===== src/rtl/jtag_pkg.sv =====
// Shared TAP definitions: state encoding, default opcodes and the 1149.1 next-state function.
package jtag_pkg;

  typedef enum logic [3:0] {
    TAP_TLR     = 4'd0,
    TAP_RTI     = 4'd1,
    TAP_SEL_DR  = 4'd2,
    TAP_CAP_DR  = 4'd3,
    TAP_SH_DR   = 4'd4,
    TAP_EX1_DR  = 4'd5,
    TAP_PA_DR   = 4'd6,
    TAP_EX2_DR  = 4'd7,
    TAP_UPD_DR  = 4'd8,
    TAP_SEL_IR  = 4'd9,
    TAP_CAP_IR  = 4'd10,
    TAP_SH_IR   = 4'd11,
    TAP_EX1_IR  = 4'd12,
    TAP_PA_IR   = 4'd13,
    TAP_EX2_IR  = 4'd14,
    TAP_UPD_IR  = 4'd15
  } tap_state_t;

  localparam int          DEF_IR_WIDTH      = 4;
  localparam logic [31:0] DEF_IDCODE_VALUE  = 32'h1000_0001;
  localparam logic [3:0]  DEF_IR_IDCODE     = 4'h1;
  localparam logic [3:0]  DEF_IR_GPIO_DATA  = 4'h2;
  localparam logic [3:0]  DEF_IR_GPIO_CONFIG = 4'h3;
  localparam logic [3:0]  DEF_IR_BYPASS     = 4'hF;

  function automatic tap_state_t tap_next(input tap_state_t state, input logic tms);
    tap_state_t nxt;
    nxt = TAP_TLR;
    case (state)
      TAP_TLR:    nxt = tms ? TAP_TLR    : TAP_RTI;
      TAP_RTI:    nxt = tms ? TAP_SEL_DR : TAP_RTI;
      TAP_SEL_DR: nxt = tms ? TAP_SEL_IR : TAP_CAP_DR;
      TAP_CAP_DR: nxt = tms ? TAP_EX1_DR : TAP_SH_DR;
      TAP_SH_DR:  nxt = tms ? TAP_EX1_DR : TAP_SH_DR;
      TAP_EX1_DR: nxt = tms ? TAP_UPD_DR : TAP_PA_DR;
      TAP_PA_DR:  nxt = tms ? TAP_EX2_DR : TAP_PA_DR;
      TAP_EX2_DR: nxt = tms ? TAP_UPD_DR : TAP_SH_DR;
      TAP_UPD_DR: nxt = tms ? TAP_SEL_DR : TAP_RTI;
      TAP_SEL_IR: nxt = tms ? TAP_TLR    : TAP_CAP_IR;
      TAP_CAP_IR: nxt = tms ? TAP_EX1_IR : TAP_SH_IR;
      TAP_SH_IR:  nxt = tms ? TAP_EX1_IR : TAP_SH_IR;
      TAP_EX1_IR: nxt = tms ? TAP_UPD_IR : TAP_PA_IR;
      TAP_PA_IR:  nxt = tms ? TAP_EX2_IR : TAP_PA_IR;
      TAP_EX2_IR: nxt = tms ? TAP_UPD_IR : TAP_SH_IR;
      TAP_UPD_IR: nxt = tms ? TAP_SEL_DR : TAP_RTI;
      default:    nxt = TAP_TLR;
    endcase
    return nxt;
  endfunction

endpackage


===== src/rtl/jtag_tap_fsm.sv =====
// TAP state register with next-state logic and the state decodes used by the IR/DR datapath.
//
// state      | meaning
// TAP_TLR    | test logic reset, IR forced to IDCODE
// TAP_RTI    | run-test/idle
// SEL/CAP/SH | select, capture, shift of the DR or IR column
// EX1/PA/EX2 | exit-1, pause, exit-2 of the DR or IR column
// UPD_DR/IR  | update; UPD_IR commits the instruction
module jtag_tap_fsm
  import jtag_pkg::*;
(
  input  logic i_tck,
  input  logic i_rst,
  input  logic i_tms,
  output logic o_next_tlr,
  output logic o_tlr,
  output logic o_capture_dr,
  output logic o_shift_dr,
  output logic o_update_dr,
  output logic o_capture_ir,
  output logic o_shift_ir,
  output logic o_update_ir
);

  tap_state_t r_state;
  tap_state_t w_state_next;

  always_ff @(posedge i_tck or posedge i_rst) begin
    if (i_rst) r_state <= TAP_TLR;
    else       r_state <= w_state_next;
  end

  always_comb begin
    w_state_next = tap_next(r_state, i_tms);
    o_next_tlr   = 1'b0;
    o_tlr        = 1'b0;
    o_capture_dr = 1'b0;
    o_shift_dr   = 1'b0;
    o_update_dr  = 1'b0;
    o_capture_ir = 1'b0;
    o_shift_ir   = 1'b0;
    o_update_ir  = 1'b0;
    if (w_state_next == TAP_TLR) o_next_tlr = 1'b1;
    case (r_state)
      TAP_TLR:    o_tlr        = 1'b1;
      TAP_CAP_DR: o_capture_dr = 1'b1;
      TAP_SH_DR:  o_shift_dr   = 1'b1;
      TAP_UPD_DR: o_update_dr  = 1'b1;
      TAP_CAP_IR: o_capture_ir = 1'b1;
      TAP_SH_IR:  o_shift_ir   = 1'b1;
      TAP_UPD_IR: o_update_ir  = 1'b1;
      default:    ;
    endcase
  end

endmodule


===== src/rtl/jtag_tap.sv =====
// 1149.1 TAP: instruction register, IDCODE/BYPASS data registers and the TDO mux
// feeding the GPIO scan-chain block.
module jtag_tap
  import jtag_pkg::*;
#(
  parameter int                    IR_WIDTH       = DEF_IR_WIDTH,
  parameter logic [31:0]           IDCODE_VALUE   = DEF_IDCODE_VALUE,
  parameter logic [IR_WIDTH-1:0]   IR_IDCODE      = IR_WIDTH'(DEF_IR_IDCODE),
  parameter logic [IR_WIDTH-1:0]   IR_GPIO_DATA   = IR_WIDTH'(DEF_IR_GPIO_DATA),
  parameter logic [IR_WIDTH-1:0]   IR_GPIO_CONFIG = IR_WIDTH'(DEF_IR_GPIO_CONFIG),
  parameter logic [IR_WIDTH-1:0]   IR_BYPASS      = IR_WIDTH'(DEF_IR_BYPASS)
) (
  input  logic tck,
  input  logic reset,
  input  logic tms,
  input  logic tdi,
  output logic tdo,
  output logic tdo_ena,
  input  logic gpios_tdo,
  output logic capture_dr,
  output logic shift_dr,
  output logic update_dr,
  output logic gpio_data_ir,
  output logic gpio_config_ir,
  output logic test_logic_reset
);

  logic                r_tdo;
  logic                r_tdo_ena;
  logic [IR_WIDTH-1:0] r_ir;
  logic [IR_WIDTH-1:0] r_ir_sr;
  logic [31:0]         r_idcode_sr;
  logic                r_bypass;

  logic w_next_tlr, w_tlr;
  logic w_capture_dr, w_shift_dr, w_update_dr;
  logic w_capture_ir, w_shift_ir, w_update_ir;
  logic w_sel_idcode, w_sel_gdata, w_sel_gcfg, w_sel_bypass;
  logic w_dr_tdo;

  jtag_tap_fsm u_fsm (
    .i_tck        (tck),
    .i_rst        (reset),
    .i_tms        (tms),
    .o_next_tlr   (w_next_tlr),
    .o_tlr        (w_tlr),
    .o_capture_dr (w_capture_dr),
    .o_shift_dr   (w_shift_dr),
    .o_update_dr  (w_update_dr),
    .o_capture_ir (w_capture_ir),
    .o_shift_ir   (w_shift_ir),
    .o_update_ir  (w_update_ir)
  );

  // Opcodes are distinct, so at most one named select is high; anything else is BYPASS.
  assign w_sel_idcode = (r_ir == IR_IDCODE);
  assign w_sel_gdata  = (r_ir == IR_GPIO_DATA);
  assign w_sel_gcfg   = (r_ir == IR_GPIO_CONFIG);
  assign w_sel_bypass = (r_ir == IR_BYPASS) || !(w_sel_idcode || w_sel_gdata || w_sel_gcfg);

  // Entering TLR clears partial shifts and restores IDCODE for the whole TLR cycle.
  always_ff @(posedge tck or posedge reset) begin
    if (reset) begin
      r_ir    <= IR_IDCODE;
      r_ir_sr <= '0;
    end else if (w_next_tlr) begin
      r_ir    <= IR_IDCODE;
      r_ir_sr <= '0;
    end else begin
      if (w_capture_ir)    r_ir_sr <= {{(IR_WIDTH-2){1'b0}}, 2'b01};
      else if (w_shift_ir) r_ir_sr <= {tdi, r_ir_sr[IR_WIDTH-1:1]};
      if (w_update_ir)     r_ir    <= r_ir_sr;
    end
  end

  always_ff @(posedge tck or posedge reset) begin
    if (reset) begin
      r_idcode_sr <= '0;
      r_bypass    <= 1'b0;
    end else if (w_next_tlr) begin
      r_idcode_sr <= '0;
      r_bypass    <= 1'b0;
    end else begin
      if (w_sel_idcode && w_capture_dr)    r_idcode_sr <= IDCODE_VALUE;
      else if (w_sel_idcode && w_shift_dr) r_idcode_sr <= {tdi, r_idcode_sr[31:1]};
      if (w_sel_bypass && w_capture_dr)    r_bypass    <= 1'b0;
      else if (w_sel_bypass && w_shift_dr) r_bypass    <= tdi;
    end
  end

  always_comb begin
    w_dr_tdo = r_bypass;
    if (w_sel_idcode)                   w_dr_tdo = r_idcode_sr[0];
    else if (w_sel_gdata || w_sel_gcfg) w_dr_tdo = gpios_tdo;
  end

  always_ff @(negedge tck or posedge reset) begin
    if (reset) begin
      r_tdo     <= 1'b0;
      r_tdo_ena <= 1'b0;
    end else if (w_shift_ir) begin
      r_tdo     <= r_ir_sr[0];
      r_tdo_ena <= 1'b1;
    end else if (w_shift_dr) begin
      r_tdo     <= w_dr_tdo;
      r_tdo_ena <= 1'b1;
    end else begin
      r_tdo     <= 1'b0;
      r_tdo_ena <= 1'b0;
    end
  end

  assign tdo              = r_tdo;
  assign tdo_ena          = r_tdo_ena;
  assign capture_dr       = w_capture_dr;
  assign shift_dr         = w_shift_dr;
  assign update_dr        = w_update_dr;
  assign test_logic_reset = w_tlr;
  assign gpio_data_ir     = w_sel_gdata;
  assign gpio_config_ir   = w_sel_gcfg;

endmodule


===== config.mk =====
export PLATFORM = sky130hd
export DESIGN_NAME = jtag_tap
export DESIGN_NICKNAME = d
export VERILOG_FILES = /design/src/rtl/jtag_pkg.sv /design/src/rtl/jtag_tap_fsm.sv /design/src/rtl/jtag_tap.sv
export SDC_FILE = /design/constraint.sdc
export NUM_CORES = 1
export LEC_CHECK = 0
export BUFFER_PORTS_ARGS = -buffer_cell sky130_fd_sc_hd__buf_2
export CAP_MARGIN = 20
export CORE_UTILIZATION = 65
export DETAILED_ROUTE_END_ITERATION = 10
export HOLD_SLACK_MARGIN = 0.06
export PLACE_DENSITY = 0.84
export SYNTH_ARGS = -nofsm -noshare
export SYNTH_HDL_FRONTEND = slang
export SYNTH_SLANG_ARGS = --single-unit

===== constraint.sdc =====
create_clock -name tck -period 3.99 [get_ports tck]
set_input_delay 0.798 -clock tck [delete_from_list [all_inputs] [get_ports tck]]
set_output_delay 0.798 -clock tck [all_outputs]
set_load 0.005 [all_outputs]

==> results.toml <==
[outcome]
outcome = "completed"

[setup_path]
end_kind = "output port"
crit_family = "flip-flops"
crit_required_ps = 3190
cp_slowest_stage_delay_ps = 390
critPathKind = "reg2out"
cp.arrival_ps = 2800
start_kind = "flip-flop"
cp_cell_sequence = "buf_2"
cp_max_fo = 1
crit_slowest_cell = "dfrtn_1"
path_buf_inv = 1

[cts]
cts.htree.levels = 2
cts_buffers = 5
clock_sinks = 47
cts.path.max_buffers = 2
cts-root-buf = "clkbuf_8"
cts-resized-gates = 0
cts_tree = "yes"
worstSkewPairLatency_ps = 320
path_clk_slew_ps = 90
postCtsSetupBuffers = 0
hold_buffers = 0

[detailed_routing]
dr.pass1.iters = 4
via_count = 1835
drt-total-wl_um = 4580
final_antenna_net_count = 0
drcViolationCount = 0
drt-initial-drc-count = 186
drt-vias-per-instance = 6.28
detail_route.wl_per_cell_um = 15.7

[timing]
rsz0062_at_grt = "no"
hold_violations = 0
clock_skew_ps = 11.4
slew_violations = 0
tightest_slew_ps = 908
relSlewSlack_pct = 39.4
tns_ps = 0
setup_violations = 0
hold_ws_ps = 388

[die]
core-area_um2 = 3720
start_util_pct = 69.3
die_h_um = 64.9
pin_count = 13
die_area_um2 = 4220
rows = 22
die_w_um = 64.9

[synth]
synth_edf_count = 0
yosysWarnings = 0
synth_most_common_cell = "dfrtp_1"
synth-simple-area-share_pct = 9.72
synth_nets = 252
synthArstFlopShare_pct = 100
synth_fa_ha_area_share_pct = 0
netlist_area_um2 = 2570
synth-compound-area-share_pct = 22.9
synth_xor_area_share_pct = 0.340
synth_top_area_cell = "dfrtp_1"
ys_seq_elements = 47
synth_top_family_by_area = "compound AO/OA/AOI/OAI gates"
yosys.area.top_type_share_pct = 42.8
synth_flop_cell = "dfrtp_1"
syn_avg_cell_area_um2 = 10.4
synth_common_cells = "dfrtp_1 (44), mux2i_1 (36), o21ai_0 (36), o211ai_1 (33), clkbuf_1 (20)"
muxShareOfSynthArea_pct = 14.0
synth.distinct_cells = 45
synth_cells = 247
synth.area.top_cells = "dfrtp_1 (43%), mux2i_1 (14%), o211ai_1 (9.6%), o21ai_0 (7.0%), clkbuf_1 (2.9%)"
yosysSeqAreaShare_pct = 45.7

[global_routing]
overflow = 0
grt_pass1_vias = 1706
grt_pass1_wl_um = 7990
grt.total_usage_pct = 25.3
antenna_found_initial = 0
grt_max_degree = 66

[layout]
drive_above_1_share_pct = 14.3
num-nets-final = 248
antenna_cells = 0
fillers = 276
design_area_um2 = 2720
area_growth_syn_to_layout_pct = 5.59
utilization_pct = 73.1

[power]
p_seq_share_pct = 35.6
clkPwrFrac_pct = 19.3
peakVddDrop_uv = 767
switching_power_mw = 0.807
power_leakage_nw = 1.32
power_per_cell_area_nw_per_um2 = 696
combPwrFrac_pct = 45.1
switching_share_pct = 42.7
p_total_mw = 1.89
power.internal_mw = 1.08

[min_path]
hold_path_class = "in2async"

[run]
drv_cap = 0

[placed_design]
portBuffers = 12
dpl-instance-area_um2 = 2600
place_hpwl_um = 2740
routabilityCongestion = 0.794
-- sequential cells by signal, indices dropped and copies added (netlist names) --
name / count
r_idcode_sr: 32
tdo: 1
tdo_ena: 1
r_ir: 4
r_ir_sr: 4
r_bypass: 1
u_fsm.r_state: 4
-- power groups by stage --
stage                     clock network [mW]  logic, mW  registers, mW
after floorplan                            0      0.773          0.638
after global placement                     0      0.837          0.671
after detailed placement                   0      0.850          0.682
after CTS                              0.372      0.853          0.672
after global routing                   0.388      0.953          0.689
final                                  0.365      0.852          0.673
-- metrics by stage --
| step | instances | worst slack (ps) |
|---|---|---|
| floorplan | 247 | 179 |
| global placement | 284 | 502 |
| detailed placement | 284 | 462 |
| CTS | 292 | 383 |
| global route | 292 | 359 |
| finish | 292 | 396 |
-- cells by family after synthesis --
family,Yosys count
AO/OA/AOI/OAI,89
flip-flops,47
AND/OR/NAND/NOR,37
buffers and inverters,37
multiplexers,36
XOR/XNOR,1
-- cell usage in the layout (no fill, tap or decap), types with 2 or more instances in the layout --
master,netlist,routed
dfrtp_1,44,44
nor4_1,2,2
inv_2,1,2
buf_4,2,6
a22oi_1,3,3
o211ai_1,33,33
nor3b_1,3,3
buf_2,2,12
mux2i_1,36,36
nor2_1,12,12
a21oi_1,3,3
clkbuf_8,0,5
nor2b_1,3,3
a32o_1,2,2
dfrtn_1,2,2
o21ai_0,36,36
nand2_1,3,3
inv_1,7,6
o21ai_1,3,3
-- layout make-up --
class | count | area, um^2 | area share [%]
multi-input cells | 163 | 1230 | 45.2
flip-flops and latches | 47 | 1180 | 43.3
repair buffers | 18 | 105 | 3.87
clock buffers | 5 | 68.8 | 2.53
well taps | 48 | 60.1 | 2.21
inverters | 8 | 30.0 | 1.10
clock inverters | 3 | 47.5 | 1.75
-- worst register-to-register path: stages (launching register included) --
cell and delay [ps]:
dfrtp_1 660, and4b_1 330, or2_2 300
-- metal layers --
layer  part of all wire [%]  GRT usage, %  vias to the layer above
met5                      0             0                        -
met1                     48          35.2                      898
met4                   0.96          9.44                        0
li1                       -             -                      906
met3                    3.5          7.22                        4
met2                     47          37.5                       27
-- final timing paths --
path                                  startpoint             end  slack [ps]  cells past startpoint
worst max-delay path                     tdo_ena         tdo_ena         400                      1
worst min-delay path                       reset      r_ir_sr[0]         390                      2
worst max register to register  u_fsm.r_state[2]         tdo_ena         560                      2
worst min register to register    r_idcode_sr[5]  r_idcode_sr[5]         560                      2
max in group asynchronous                  reset             tdo        1500                      2
min in group tck                  r_idcode_sr[5]  r_idcode_sr[5]         560                      2
No activity file was read; power rests on OpenSTA's default activity.
